### src/rtl/note_phase_acc_pkg.sv
// Shared defaults and state encoding for the note phase accumulator.
package note_phase_acc_pkg;
  localparam int NPA_PHASE_W  = 10;
  localparam int NPA_JUMP_W   = 7;
  localparam int NPA_REM_W    = 29;
  localparam int NPA_FRAC_MOD = 100000000;

  typedef enum logic [1:0] {
    ST_IDLE  = 2'd0,
    ST_PLAY  = 2'd1,
    ST_DRAIN = 2'd2
  } npa_state_e;
endpackage

### src/rtl/note_phase_acc_frac_step.sv
// Fractional step: clamp the remainder, add to frac, fold back modulo FRAC_MOD with carry.
module note_phase_acc_frac_step
  import note_phase_acc_pkg::*;
#(
  parameter int REM_W    = NPA_REM_W,
  parameter int FRAC_MOD = NPA_FRAC_MOD
) (
  input  logic [REM_W-1:0] frac,
  input  logic [REM_W-1:0] rem,
  output logic [REM_W-1:0] frac_nxt,
  output logic             c
);
  localparam logic [REM_W-1:0] MOD_M1 = REM_W'(FRAC_MOD - 1);
  localparam logic [REM_W:0]   MOD    = (REM_W+1)'(FRAC_MOD);

  logic [REM_W-1:0] rem_eff;
  logic [REM_W:0]   sum;

  always_comb begin
    rem_eff  = (rem > MOD_M1) ? MOD_M1 : rem;
    sum      = {1'b0, frac} + {1'b0, rem_eff};
    c        = (sum >= MOD);
    frac_nxt = c ? REM_W'(sum - MOD) : sum[REM_W-1:0];
  end
endmodule

### src/rtl/note_phase_acc.sv
// Fractional phase accumulator with gated start and wrap-aligned release.
// Optional macro PHASE_ROUND_EN rounds the phase output to the nearest table entry.
module note_phase_acc
  import note_phase_acc_pkg::*;
#(
  parameter int PHASE_W  = NPA_PHASE_W,
  parameter int JUMP_W   = NPA_JUMP_W,
  parameter int REM_W    = NPA_REM_W,
  parameter int FRAC_MOD = NPA_FRAC_MOD
) (
  input  logic               clk,
  input  logic               rst_n,
  input  logic               tick,
  input  logic               gate,
  input  logic [JUMP_W-1:0]  jump,
  input  logic [REM_W-1:0]   remainder,
  output logic [PHASE_W-1:0] phase,
  output logic               phase_valid,
  output logic               wrap,
  output logic               active
);
  npa_state_e         st, st_nxt;
  logic [PHASE_W-1:0] ph_reg, ph_nxt, base_ph, step_ph;
  logic [REM_W-1:0]   frac, fr_nxt, base_fr, step_fr;
  logic               gate_q, rise, fall, start, step_c, step_w, zero_inc, wrap_nxt;

  assign rise     = gate & ~gate_q;
  assign fall     = ~gate & gate_q;
  assign start    = (st == ST_IDLE) && rise;
  assign zero_inc = (jump == '0) && (remainder == '0);

  // A start clears phase/frac before the increment so a coincident tick steps from 0.
  assign base_ph = start ? '0 : ph_reg;
  assign base_fr = start ? '0 : frac;

  note_phase_acc_frac_step #(.REM_W(REM_W), .FRAC_MOD(FRAC_MOD)) u_step (
    .frac     (base_fr),
    .rem      (remainder),
    .frac_nxt (step_fr),
    .c        (step_c)
  );

  assign {step_w, step_ph} = {1'b0, base_ph} + (PHASE_W+1)'(jump) + (PHASE_W+1)'(step_c);

  always_comb begin
    st_nxt   = st;
    ph_nxt   = base_ph;
    fr_nxt   = base_fr;
    wrap_nxt = 1'b0;
    if (tick && (st != ST_IDLE || start)) begin
      ph_nxt   = step_ph;
      fr_nxt   = step_fr;
      wrap_nxt = step_w;
    end
    case (st)
      ST_IDLE:  if (rise) st_nxt = ST_PLAY;
      ST_PLAY:  if (fall) st_nxt = ST_DRAIN;
      ST_DRAIN: begin
        if (rise) st_nxt = ST_PLAY;
        else if (tick && (step_w || zero_inc)) begin
          st_nxt = ST_IDLE;
          ph_nxt = '0;
          fr_nxt = '0;
        end
      end
      default:  st_nxt = ST_IDLE;
    endcase
  end

  always_ff @(posedge clk) begin
    if (!rst_n) begin
      st          <= ST_IDLE;
      ph_reg      <= '0;
      frac        <= '0;
      phase_valid <= 1'b0;
      wrap        <= 1'b0;
      // Track gate through reset so a held gate does not look like a new note.
      gate_q      <= gate;
    end else begin
      st          <= st_nxt;
      ph_reg      <= ph_nxt;
      frac        <= fr_nxt;
      phase_valid <= tick;
      wrap        <= wrap_nxt;
      gate_q      <= gate;
    end
  end

  assign active = (st != ST_IDLE);

`ifdef PHASE_ROUND_EN
  localparam logic [REM_W-1:0] HALF = REM_W'(FRAC_MOD / 2);
  assign phase = ph_reg + PHASE_W'(frac >= HALF);
`else
  assign phase = ph_reg;
`endif
endmodule

### config.mk
export PLATFORM = sky130hd
export DESIGN_NAME = note_phase_acc
export DESIGN_NICKNAME = d
export VERILOG_FILES = /design/src/rtl/note_phase_acc_pkg.sv /design/src/rtl/note_phase_acc_frac_step.sv /design/src/rtl/note_phase_acc.sv
export SDC_FILE = /design/constraint.sdc
export NUM_CORES = 1
export LEC_CHECK = 0
export BUFFER_PORTS_ARGS = -buffer_cell sky130_fd_sc_hd__buf_2
export CORE_MARGIN = 3
export CORE_UTILIZATION = 61
export DETAILED_ROUTE_END_ITERATION = 7
export GPL_TIMING_DRIVEN = 1
export PLACE_DENSITY = 0.83
export SLEW_MARGIN = 20
export SYNTH_ARGS = -nofsm -noshare
export SYNTH_HDL_FRONTEND = slang
export SYNTH_SLANG_ARGS = --single-unit
### constraint.sdc
create_clock -name clk -period 8.49 [get_ports clk]
set_input_delay 0 -clock clk [delete_from_list [all_inputs] [get_ports clk]]
set_output_delay 0 -clock clk [all_outputs]
set_load 0.01 [all_outputs]
# Word-level counts from Yosys, hierarchy flattened
# Cells that the tools add are included.
# classes
n_addsub	4
eq_ne	5
n_reduce_logical	12
bitwise_logic	4
magnitude_cmp	2
muxes	17
# ops
op	n
2-to-1 mux 29 bit	7
2-to-1 mux 10 bit	5
adder 29 x 29 -> 30 bit	1
greater-or-equal comparator 30 x 27 -> 1 bit, second input constant	1
> comparator 29 x 27 -> 1 bit, second input constant	1
logical NOT 29 bit	1
subtractor 29 x 27 -> 29 bit, second input constant	1
adder 10 x 7 -> 11 bit	1
adder 11 x 1 -> 11 bit	1
2-to-1 mux 2 bit	4
logical NOT 7 bit	1
case mux 2 bit (3 select lines)	1
logical AND 1 bit	4
!= test 2 bit, second input constant	2
!= test 3 bit, second input constant	1
AND reduction 3 bit	1
AND 1 bit	2
equality test 2 x 1 -> 1 bit, second input constant	1
equality test 2 bit, second input constant	1
logical NOT 2 bit	1
logical OR 1 bit	2
inverter 1 bit	2
AND reduction 2 bit	1
nonzero test 2 bit	1
# word_totals
register_bits	44
output_inout_bits	13
in_bits	40
wordCells	50

# Logic depth before layout (Yosys ltp)
# logic_depth
word_depth	12
ltp_mapped	38
depth_no_buf	36

# Hierarchy
# Synthesis repeated with hierarchy kept, for this count alone.
# hier_totals
hier_cells	703
area_unflattened_um2	5051.1
# modules_own_cells
module	n_inst	cells_per_inst	seq_area_each_um2	area_per_inst_um2
note_phase_acc_frac_step	1	412	0.0	2741.4
note_phase_acc	1	291	880.8	2309.7

# Least setup slack after synthesis
# No wires, ideal clock.
# synth_path
path_type	register to register
from	register st[1]
to	register frac[1]
path_buffers	5
period_less_slack_ns	6.812
slack_ns	1.678
stages_incl_launch_ff	36
required_time_ns	8.362
arrival_ns	6.684
setup_ns	0.128
cell_sequence	dfxtp_1 -> or2_2 -> clkbuf_1 -> nand2b_1 -> clkbuf_1 -> clkbuf_1 -> and2_1 -> ha_1 -> and2_4 -> a221oi_4 -> a21oi_2 -> nor2_1 -> xor2_1 -> ha_1 -> and4b_1 -> o21ai_0 -> nor4_1 -> a211oi_2 -> and4b_4 -> o211ai_4 -> nand2_2 -> inv_4 -> fa_1 -> fa_1 -> nor2b_1 -> o21ai_0 -> nand2b_1 -> a21o_1 -> a21o_1 -> a21oi_1 -> nor3_1 -> o21ai_0 -> o21ai_1 -> clkbuf_1 -> buf_1 -> nor2_1
# synth_via
elab_cells_between_ends	20
cone_classes	add/sub: 4; order compare: 1; eq/ne: 1; mux: 7; reduce/logical: 7
# synth_lines
element	line	rtl
start: declaration	note_phase_acc.sv:22	npa_state_e st, st_nxt;
start signal: assignment	note_phase_acc.sv:80	st <= st_nxt;
nonzero test 2 bit (*)	n/a	
net active	note_phase_acc.sv:20	output logic active
logical OR 1 bit (*)	note_phase_acc.sv:50	if (tick && (st != ST_IDLE || start)) begin
logical AND 1 bit (*)	note_phase_acc.sv:50	
2-to-1 mux 29 bit (*)	note_phase_acc.sv:50	
2-to-1 mux 29 bit	note_phase_acc.sv:60	else if (tick && (step_w || zero_inc)) begin
2-to-1 mux 29 bit	note_phase_acc.sv:59	if (rise) st_nxt = ST_PLAY;
2-to-1 mux 29 bit (*)	note_phase_acc.sv:55	case (st)
end signal: assignment	note_phase_acc.sv:82	frac <= fr_nxt;
end: declaration	note_phase_acc.sv:24	logic [REM_W-1:0] frac, fr_nxt, base_fr, step_fr;
# Mark *: on every way through the listed nets, which the timed path passes. The rest lies on a longest branch.
# A chain may end at the register's enable or synchronous reset.

# Worst setup path after layout
# layout_path
from	register st[1]
to	register frac[14]
# layout_via
elab_chain_cells	11
elab_cells_between_ends	20
cone_classes	add/sub: 4; order compare: 1; eq/ne: 1; mux: 7; reduce/logical: 7
# layout_rtl
element	line	rtl
logical NOT 2 bit	note_phase_acc.sv:29	assign start = (st == ST_IDLE) && rise;
logical AND 1 bit	note_phase_acc.sv:29	
2-to-1 mux 29 bit	note_phase_acc.sv:34	assign base_fr = start ? '0 : frac;
adder 29 x 29 -> 30 bit	note_phase_acc_frac_step.sv:21	sum = {1'b0, frac} + {1'b0, rem_eff};
greater-or-equal comparator 30 x 27 -> 1 bit	note_phase_acc_frac_step.sv:22	c = (sum >= MOD);
adder 11 x 1 -> 11 bit	note_phase_acc.sv:43	assign {step_w, step_ph} = {1'b0, base_ph} + (PHASE_W+1)'(jump) + (PHASE_W+1)'(step_c);
logical OR 1 bit	note_phase_acc.sv:60	
logical AND 1 bit	note_phase_acc.sv:60	
2-to-1 mux 29 bit	note_phase_acc.sv:60	
2-to-1 mux 29 bit	note_phase_acc.sv:59	
2-to-1 mux 29 bit (*)	note_phase_acc.sv:55	
# Every way passes the cells marked *; elsewhere a longest branch is shown, timed or not.

==> flow_summary.yaml <==
timing:
  fin_ws_ns: 0.742
  final-setup-viol-count: 0
  setup-tns-final_ns: 0
  final_hold_viol_count: 0
  drv_slew: 0
  period_share: 0.913
  rsz0062_at_grt: "no"
  finalCriticalPeriod_ns: 7.75
  skew_ns: 0.00307
  fin_hold_ws_ns: 0.213
  worst_slew_pin_slew_ns: 0.871
  slew_headroom: 0.414
  fmax_mhz: 129
synthesis:
  yosys_warnings: 0
  synth_top_cell_area_share: 0.183
  ys_ff_latch: 44
  yosysMostFrequentCell: "nor2_1"
  synth_edf_count: 0
  yosys-top-cells-area: "dfxtp_1 18%, ha_1 9.6%, and2_1 6.4%, a21oi_1 5.6%, nor2_1 4.4%"
  syn_avg_cell_area_um2: 7.65
  synth_area_leader_cell: "dfxtp_1"
  ys_top_cells_by_count: "56 x nor2_1, 54 x a21oi_1, 54 x nand2_1"
  synth-main-ff-cell: "dfxtp_1"
  synth_cells: 630
  yosysSeqAreaShare: 0.183
  async_flop_share: 0
  synth.cell_area_mm2: 0.00482
  synth.distinct_cells: 79
clock_network:
  numCtsBuffers: 5
  clk_latency_ns: 0.29
  cts_max_path_buffers: 2
  cts_tree: "done"
  ctsResizeCount: 0
  cts_max_level: 2
  worst_setup_hold_path_clk_slew_ns: 0.08
  cts_root_buf: "clkbuf_8"
  clock_sinks: 44
worst_setup_path:
  cp.required_ns: 8.62
  critical_path.max_fanout: 33
  critPathCaptureType: "flop"
  crit_path_frequent_cell: "o21ai_0"
  crit_slowest_cell: "o21ai_2"
  path_class: "reg -> reg"
  startpoint_type: "flop"
  arrival_ns: 7.88
  max_stage_delay_ns: 0.60
route:
  wirelength_mm: 13.6
  drc: 0
  vias_per_cell: 6.39
  num_vias: 4917
  wl_per_cell_um: 17.6
  drt-initial-drc-count: 422
  ant_nets: 0
  drtPass1Iterations: 5
layout:
  design_area_mm2: 0.00530
  utilization: 0.712
  layout-drive-gt1-share: 0.149
  fillCellCount: 636
  regArea_um2: 881
  nNetsFinal: 750
  multi_input_area_mm2: 0.00379
  n_antenna_cell: 0
  fin_cells: 769
  syn_to_final_growth_pct: 9.94
pwr:
  seq_power_share: 0.226
  power.internal_mw: 0.574
  p_leak_nw: 2.32
  combinationalPowerShare: 0.589
  total_power_mw: 1.01
  power_switching_mw: 0.440
  ir_worst_vdd_uv: 134
  cellPowerDensity_mw_per_mm2: 191
  power_frac_clock: 0.185
  switching_share: 0.434
global_routing:
  antenna_found_initial: 0
  grtUsageTotal: 0.307
  grt_pass1_wl_mm: 21.8
  grt_overflow: 0
  grt_pass1_vias: 4542
  grt_max_degree: 34
worst_hold_path:
  hp-class: "in -> reg"
floorplan:
  die_w_um: 94.9
  pin_count: 53
  die_h_um: 94.9
  start_util: 0.647
  dieArea_mm2: 0.00901
  rows: 31
  core_area_mm2: 0.00745
placement:
  io_buffers: 52
  gp_congestion: 0.971
  preCtsSetupSlack_ns: 0.707
  dp.cells: 759
  hpwl_mm: 10.6
  placed_cell_area_mm2: 0.00514
run:
  maxCapViolCount: 0
run_status:
  outcome: "finished clean"
power by group through the flow:
stage / clock [mW] / sequential [mW] / combinational, mW
CTS: 0.190 / 0.229 / 0.584
global route: 0.198 / 0.231 / 0.651
global placement: 0 / 0.233 / 0.563
floorplan: 0 / 0.235 / 0.462
finish: 0.188 / 0.229 / 0.597
detailed placement: 0 / 0.234 / 0.575
worst max-delay path: cells and delay by family (launching register included):
family          cells  cell delay (ns)
simple gates       13             2.77
xor+xnor            1             0.34
buf+inv             3             0.84
compound gates     11             1.82
flops               1             0.33
fa+ha+maj           4             1.46
per-layer routing:
metal	track usage	up-vias	wire (um)
li1	-	2376	-
met1	0.431	2288	6200
met2	0.497	229	6100
met3	0.0414	24	1060
met4	0.0721	0	214
met5	0	-	0
state kept, by name, indices dropped and copies added (netlist names):
register,cells
frac,29
phase,10
st,2
gate_q,1
phase_valid,1
wrap,1
area by class of cell:
class                   instances  share of cell area
repair buffers                 60              0.0619
inverters                      12             0.00897
clock buffers                   5              0.0130
clock inverters                 2              0.0113
well taps                      99              0.0234
multi-input cells             547               0.715
flip-flops and latches         44               0.166
final timing paths:
path / from / end / slack (ns) / cells past startpoint
worst max register to register: st[1]$_SDFFE_PN0P_ / frac[14]$_SDFF_PN0_ / 0.74 / 32
worst min register to register: phase[0]$_SDFF_PN0_ / phase[0]$_SDFF_PN0_ / 0.57 / 2
worst min-delay path: jump[3] / phase[3]$_SDFF_PN0_ / 0.21 / 5
worst max-delay path: st[1]$_SDFFE_PN0P_ / frac[14]$_SDFF_PN0_ / 0.74 / 32
what timing repair did:
action,4_1_cts,5_1_grt
hold endpoints to repair,4,0
hold buffers,3,0
buffers inserted,0,0
cell usage in the layout, fill, tap and decap left out, types with 4 or more instances in the layout:
| master | n |
|---|---|
| buf_2 | 52 |
| ha_1 | 37 |
| nor3_1 | 12 |
| xor2_1 | 14 |
| a31oi_1 | 5 |
| and2_1 | 49 |
| nand4_1 | 10 |
| xnor2_1 | 21 |
| o21a_1 | 12 |
| clkbuf_8 | 5 |
| a211oi_2 | 7 |
| nor2_1 | 56 |
| a211oi_1 | 13 |
| dfxtp_1 | 44 |
| o21bai_1 | 6 |
| a211o_1 | 5 |
| o211ai_1 | 7 |
| buf_4 | 5 |
| or3_1 | 6 |
| o21ai_0 | 18 |
| o21ai_1 | 7 |
| nand3_1 | 9 |
| a21oi_1 | 54 |
| nand2b_1 | 27 |
| nand2_1 | 54 |
| and3_1 | 4 |
| a21o_1 | 17 |
| inv_1 | 11 |
| o211a_1 | 5 |
| o31ai_1 | 4 |
| nor2b_1 | 12 |
| nor4_1 | 15 |
logic make-up after synthesis:
group / share of synthesized area
AND/OR/NAND/NOR: 0.303
AO/OA/AOI/OAI: 0.295
flip-flops: 0.183
adder cells (fa/ha/maj): 0.108
buffers and inverters: 0.0348
XOR/XNOR: 0.0703
multiplexers: 0.00441
other: 0.000778
No activity file was read; power rests on OpenSTA's default activity.
